===== src/rtl/tbl_lookup_pkg.sv =====
// Shared widths and the response entry type for the table lookup stage.
package tbl_lookup_pkg;

  localparam int TBL_DATA_WIDTH = 8;
  localparam int TBL_ADDR_WIDTH = 4;
  localparam int TBL_TAG_WIDTH  = 8;
  localparam int TBL_RSP_DEPTH  = 4;

  typedef struct packed {
    logic [TBL_TAG_WIDTH-1:0]  tag;
    logic [TBL_DATA_WIDTH-1:0] data;
  } rsp_entry_t;

endpackage


===== src/rtl/tbl_rsp_fifo.sv =====
// In-order response FIFO of rsp_entry_t; pointers wrap modulo DEPTH so any
// depth in 2..16 is legal.
module tbl_rsp_fifo
  import tbl_lookup_pkg::*;
#(
  parameter int DEPTH = TBL_RSP_DEPTH
) (
  input  logic                       clk,
  input  logic                       rst,
  input  logic                       push,
  input  rsp_entry_t                 push_entry,
  input  logic                       pop,
  output logic [$clog2(DEPTH+1)-1:0] count,
  output rsp_entry_t                 head
);

  localparam int CW = $clog2(DEPTH+1);
  localparam int PW = (DEPTH > 1) ? $clog2(DEPTH) : 1;

  rsp_entry_t    mem_r [DEPTH];
  logic [PW-1:0] wr_ptr_r;
  logic [PW-1:0] rd_ptr_r;
  logic [CW-1:0] count_r;
  logic          push_s;
  logic          pop_s;

  function automatic logic [PW-1:0] ptr_inc(input logic [PW-1:0] p);
    if (p == PW'(DEPTH-1)) begin
      return '0;
    end else begin
      return p + PW'(1);
    end
  endfunction

  // Defensive guards: never write when full or read when empty.
  assign push_s = push && (count_r != CW'(DEPTH));
  assign pop_s  = pop && (count_r != '0);

  // Entry storage; cleared on reset so an empty FIFO presents zeros.
  always_ff @(posedge clk) begin
    if (rst) begin
      for (int i = 0; i < DEPTH; i++) begin
        mem_r[i] <= '0;
      end
    end else if (push_s) begin
      mem_r[wr_ptr_r] <= push_entry;
    end
  end

  // Read/write pointers and occupancy count.
  always_ff @(posedge clk) begin
    if (rst) begin
      wr_ptr_r <= '0;
      rd_ptr_r <= '0;
      count_r  <= '0;
    end else begin
      if (push_s) begin
        wr_ptr_r <= ptr_inc(wr_ptr_r);
      end
      if (pop_s) begin
        rd_ptr_r <= ptr_inc(rd_ptr_r);
      end
      case ({push_s, pop_s})
        2'b10:   count_r <= count_r + CW'(1);
        2'b01:   count_r <= count_r - CW'(1);
        default: count_r <= count_r;
      endcase
    end
  end

  assign count = count_r;
  assign head  = mem_r[rd_ptr_r];

endmodule


===== src/rtl/tbl_lookup_stage.sv =====
// Read-side front end for a 1-cycle registered-read table SRAM; returns {tag, data}
// in issue order. Define TBL_LOOKUP_WR_FWD_EN for read-after-write forwarding.
module tbl_lookup_stage
  import tbl_lookup_pkg::*;
#(
  parameter int DATA_WIDTH = TBL_DATA_WIDTH,
  parameter int ADDR_WIDTH = TBL_ADDR_WIDTH,
  parameter int TAG_WIDTH  = TBL_TAG_WIDTH,
  parameter int RSP_DEPTH  = TBL_RSP_DEPTH
) (
  input  logic                  clk,
  input  logic                  rst,
  input  logic                  req_valid,
  output logic                  req_ready,
  input  logic [ADDR_WIDTH-1:0] req_addr,
  input  logic [TAG_WIDTH-1:0]  req_tag,
  output logic [ADDR_WIDTH-1:0] ram_addr,
  output logic                  ram_en,
  input  logic [DATA_WIDTH-1:0] ram_dout,
  input  logic                  wr_en,
  input  logic [ADDR_WIDTH-1:0] wr_addr,
  input  logic [DATA_WIDTH-1:0] wr_data,
  output logic                  rsp_valid,
  input  logic                  rsp_ready,
  output logic [DATA_WIDTH-1:0] rsp_data,
  output logic [TAG_WIDTH-1:0]  rsp_tag
);

  localparam int              CW        = $clog2(RSP_DEPTH+1);
  localparam logic [CW:0]     DEPTH_LIM = (CW+1)'(RSP_DEPTH);

  logic                  fire_s;
  logic                  req_ready_s;
  logic                  pop_s;
  logic                  inflight_r;
  logic [TAG_WIDTH-1:0]  tag_r;
  logic [CW-1:0]         count_s;
  logic [CW:0]           outstanding_s;
  logic [DATA_WIDTH-1:0] lookup_data_s;
  rsp_entry_t            push_entry_s;
  rsp_entry_t            head_s;

  // A FIFO slot is reserved at issue, so the capture push can never overflow.
  assign outstanding_s = {1'b0, count_s} + {{CW{1'b0}}, inflight_r};
  assign req_ready_s   = !rst && (outstanding_s < DEPTH_LIM);
  assign fire_s        = req_valid && req_ready_s;

  assign req_ready = req_ready_s;
  assign ram_addr  = req_addr;
  assign ram_en    = fire_s;

  // Issue-cycle capture of the in-flight flag and the request tag.
  always_ff @(posedge clk) begin
    if (rst) begin
      inflight_r <= 1'b0;
      tag_r      <= '0;
    end else begin
      inflight_r <= fire_s;
      if (fire_s) begin
        tag_r <= req_tag;
      end
    end
  end

`ifdef TBL_LOOKUP_WR_FWD_EN
  logic                  fwd_hit_r;
  logic [DATA_WIDTH-1:0] fwd_data_r;

  // Remember a same-cycle write to the looked-up address so the new word wins.
  always_ff @(posedge clk) begin
    if (rst) begin
      fwd_hit_r  <= 1'b0;
      fwd_data_r <= '0;
    end else if (fire_s) begin
      fwd_hit_r  <= wr_en && (wr_addr == req_addr);
      fwd_data_r <= wr_data;
    end else begin
      fwd_hit_r  <= 1'b0;
    end
  end

  // Select forwarded write data over the SRAM's old word.
  always_comb begin
    lookup_data_s = ram_dout;
    if (fwd_hit_r) begin
      lookup_data_s = fwd_data_r;
    end else begin
      lookup_data_s = ram_dout;
    end
  end
`else
  logic unused_wr_s;
  assign unused_wr_s   = ^{wr_en, wr_addr, wr_data};
  assign lookup_data_s = ram_dout;
`endif

  assign push_entry_s.tag  = tag_r;
  assign push_entry_s.data = lookup_data_s;
  assign pop_s             = rsp_valid && rsp_ready;

  tbl_rsp_fifo #(
    .DEPTH (RSP_DEPTH)
  ) u_rsp_fifo (
    .clk        (clk),
    .rst        (rst),
    .push       (inflight_r),
    .push_entry (push_entry_s),
    .pop        (pop_s),
    .count      (count_s),
    .head       (head_s)
  );

  assign rsp_valid = (count_s != '0);
  assign rsp_data  = head_s.data;
  assign rsp_tag   = head_s.tag;

endmodule

===== config.mk =====
export PLATFORM = sky130hd
export DESIGN_NAME = tbl_lookup_stage
export DESIGN_NICKNAME = d
export VERILOG_FILES = /design/src/rtl/tbl_lookup_pkg.sv /design/src/rtl/tbl_rsp_fifo.sv /design/src/rtl/tbl_lookup_stage.sv
export SDC_FILE = /design/constraint.sdc
export NUM_CORES = 1
export LEC_CHECK = 0
export ABC_AREA = 1
export CAP_MARGIN = 20
export CORE_UTILIZATION = 54
export CTS_CLUSTER_DIAMETER = 200
export CTS_CLUSTER_SIZE = 25
export DETAILED_ROUTE_END_ITERATION = 10
export GPL_TIMING_DRIVEN = 0
export HOLD_SLACK_MARGIN = 0.06
export PLACE_DENSITY_LB_ADDON = 0.08
export SLEW_MARGIN = 20
export SYNTH_ARGS = -nofsm -noshare
export SYNTH_HDL_FRONTEND = slang
export SYNTH_SLANG_ARGS = --single-unit

===== constraint.sdc =====
create_clock -name clk -period 3.28 [get_ports clk]
set_input_delay 0.82 -clock clk [delete_from_list [all_inputs] [get_ports clk]]
set_output_delay 0.82 -clock clk [all_outputs]
set_load 0.02 [all_outputs]

==> impl_results.md <==
- Status: completed
- DP Area: 4470 um2
- Vias in the first global route: 2756
- # rows: 30
- Sequential area share after synthesis: 0.591
- Final WS setup: 0.124 ns
- Die area: 7490 um2
- CP Class: primary input to output pin
- Post-DP HPWL: 5540 um
- Vias per std cell: 5.40
- Mapped Nets: 400
- Most frequent cells in the layout: 72 x nor2_1, 64 x edfxtp_1, 42 x clkdlybuf4s50_1
- Fillers: 543
- CP required: 2.46 ns
- Reg-to-reg endpoint: u_rsp_fifo.count[2]$_SDFFE_PP0P_
- Power per cell area: 739 nW/um2
- H-Tree Depth: 3
- Hold Fails Final Rpt: 0
- Worst path arrival time: 2.34 ns
- Crit path to: ram_en
- Cell internal pwr: 0.00226 W
- Power share of the clock group: 0.252
- Total CTS buffers: 9
- Startpoint types: primary input
- Die height: 86.5 um
- Period utilization: 0.962
- Met1 GRT Util: 0.304
- Yosys warns: 0
- Buffers added on ports: 42
- Reg power frac: 0.381
- Placer congestion estimate: 0.754
- CP max FO: 10
- First drt pass iteration count: 4
- Hold WS: 0.538 ns
- Yosys cell types: 24
- Max-cap violations: 0
- Crit. Startpoint: rst
- Horiz. Die Dim: 86.5 um
- Global route hottest layer: met2
- Peak Freq: 317 MHz
- Via count: 2799
- RR Startpoint: u_rsp_fifo.count[2]$_SDFFE_PP0P_
- CORE AREA: 6830 um2
- Nets: 458
- Slew HR: 0.577
- Comb power frac: 0.368
- Largest net degree at the start of global routing: 15
- Overall power: 0.00349 W
- CTS Buffer Depth: 2
- TritonCTS clock tree: built
- FF-to-FF setup slack: 1.43 ns
- Overall routing resource usage: 0.245
- Layout cells sized above 1: 0.218
- First-pass GRT wire length: 13500 um
- Most common cell after layout, fill and taps aside: nor2_1
- Clock Latency Late Sink: 0.35 ns
- CTS clock-pin slew for the worst setup and hold paths: 0.08 ns
- Worst hold path type: flip-flop to flip-flop
- RSZ-0062 raised after global routing: false
- M2 GR Usage: 0.429
- Starting density of the core: 0.565
- Post-place setup slack: -0.00664 ns
- Final Instance Area: 4720 um2
- Net Sw Frac: 0.351
- WL/cell: 16.2 um
- Maximum vdd ir drop: 0.000521 V
- Antenna Nets Post-Route: 0
- Sink Count: 82
- Antenna Cells: 0
- Area grow syn2layout: 22.3%
- Post-layout min period: 3.16 ns
- Remaining Overflow, GRT: 0
- # IOs: 60
- # DRC: 0
- DR iter-0 viols: 215
- Endpoint class of the critical path: output pin
- Clock Skew: 0.00695 ns
- Final-report max-slew violation count: 0
- Synth Area per Inst: 10.8 um2
- Psw: 0.00123 W
- Post-synthesis cell area: 3860 um2
- Initial antenna violation count: 0
- Synth Register Bits: 82
- Leakage: 1.77 nW
- Root Buffer: clkbuf_8
- Reg2Reg Depth: 13
- Final setup vio count: 0
- Mapped Cells: 359
- Routed WL: 8410 um
- Slew at the pin closest to its max-slew limit: 0.635 ns
- Met3 Usage GRT: 0.0476
==> worst max-delay path, stage by stage <==
cell             delay, ns
clkdlybuf4s50_1       0.44
nor2_1                0.16
nand3_2               0.12
buf_6                 0.15
inv_1                 0.05
clkdlybuf4s50_1       0.59
==> worst min-delay path by stage <==
stage | start | endpoint | slack (ns) | cells after the start
after CTS | u_rsp_fifo.rd_ptr_r[0]$_SDFFE_PP0N_ | u_rsp_fifo.rd_ptr_r[0]$_SDFFE_PP0N_ | 0.54 | 2
after global routing | u_rsp_fifo.wr_ptr_r[0]$_SDFFE_PP0P_ | u_rsp_fifo.wr_ptr_r[0]$_SDFFE_PP0P_ | 0.58 | 2
after global placement | u_rsp_fifo.rd_ptr_r[1]$_SDFFE_PP0N_ | u_rsp_fifo.rd_ptr_r[1]$_SDFFE_PP0N_ | 0.50 | 2
final | u_rsp_fifo.rd_ptr_r[0]$_SDFFE_PP0N_ | u_rsp_fifo.rd_ptr_r[0]$_SDFFE_PP0N_ | 0.54 | 2
after detailed placement | u_rsp_fifo.wr_ptr_r[0]$_SDFFE_PP0P_ | u_rsp_fifo.wr_ptr_r[0]$_SDFFE_PP0P_ | 0.52 | 2
after floorplan | u_rsp_fifo.rd_ptr_r[1]$_SDFFE_PP0N_ | flip-flop | 0.48 | 2
==> flip-flops by register name, summed over array words and instances, names as in the netlist, named ones only <==
name and count:
u_rsp_fifo.count 3, u_rsp_fifo.wr_ptr_r 2, tag_r 8, inflight_r 1, u_rsp_fifo.mem_r 64, u_rsp_fifo.rd_ptr_r 2
==> layout make-up <==
type / instances / area (um2) / area share
Clock inverter: 6 / 114 / 0.0241
Multi-Input combinational cell: 220 / 1300 / 0.275
Buffer: 25 / 168 / 0.0355
Inverter: 32 / 125 / 0.0265
Timing Repair Buffer: 47 / 484 / 0.103
Sequential cell: 82 / 2280 / 0.483
Clock buffer: 10 / 128 / 0.0270
Tap cell: 96 / 120 / 0.0254
==> synth_stat cells <==
library cell / instances / area, um2
a21oi_1: 2 / 10.0
buf_2: 7 / 35.0
buf_4: 5 / 37.5
buf_6: 6 / 67.6
clkbuf_1: 7 / 26.3
dfxtp_1: 18 / 360
edfxtp_1: 64 / 1920
fa_1: 1 / 20.0
ha_1: 3 / 37.5
inv_1: 29 / 109
inv_2: 2 / 7.51
inv_6: 1 / 8.76
nand2_1: 26 / 97.6
nand2_4: 1 / 11.3
nand3_1: 3 / 15.0
nand3_2: 2 / 20.0
nand4_1: 1 / 6.26
nand4_4: 2 / 42.5
nor2_1: 73 / 274
nor2_2: 1 / 6.26
nor3_1: 8 / 40.0
nor3_2: 40 / 400
o21ai_0: 41 / 205
o22ai_1: 16 / 100
==> power by group through the flow <==
stage | Clock [W] | Sequential (W) | Combinational (W)
floorplan | 0 | 0.00133 | 0.000772
global placement | 0 | 0.00135 | 0.00123
detailed placement | 0 | 0.00135 | 0.00128
CTS | 0.000885 | 0.00133 | 0.00129
global route | 0.000927 | 0.00134 | 0.00141
finish | 0.000878 | 0.00133 | 0.00128
==> metrics by stage <==
stage,cells,util,TNS (ns)
4_1_cts,518,0.691,0
2_1_floorplan,359,-,0
5_1_grt,518,0.691,0
3_3_place_gp,497,0.644,-33.13
6_report,518,0.691,0
3_5_place_dp,501,0.654,-0.00664
==> routing by layer <==
| layer | share of wire | vias to the layer above | routed length (um) |
|---|---|---|---|
| met5 | 0 | - | 0 |
| met4 | 0.011 | 0 | 93 |
| met3 | 0.073 | 9 | 611 |
| met2 | 0.49 | 115 | 4160 |
| met1 | 0.42 | 1327 | 3540 |
| li1 | - | 1348 | - |
==> repair_timing <==
action,CTS,global route
buffers inserted,1,0
pin swaps,1,0
setup endpoints to repair,1,2
resized for setup,0,2
hold buffers,0,0
==> cells by family (layout without fill, tap and decap cells) <==
| group | after synthesis | after routing | synth area share |
|---|---|---|---|
| AOI/OAI and AO/OA | 59 | 59 | 0.0817 |
| buffers and inverters | 57 | 120 | 0.0755 |
| and+or+nand+nor | 157 | 157 | 0.237 |
| DFF | 82 | 82 | 0.591 |
| adders and majority gates | 4 | 4 | 0.0149 |
Note: power is estimated with default switching activity, not from simulation.
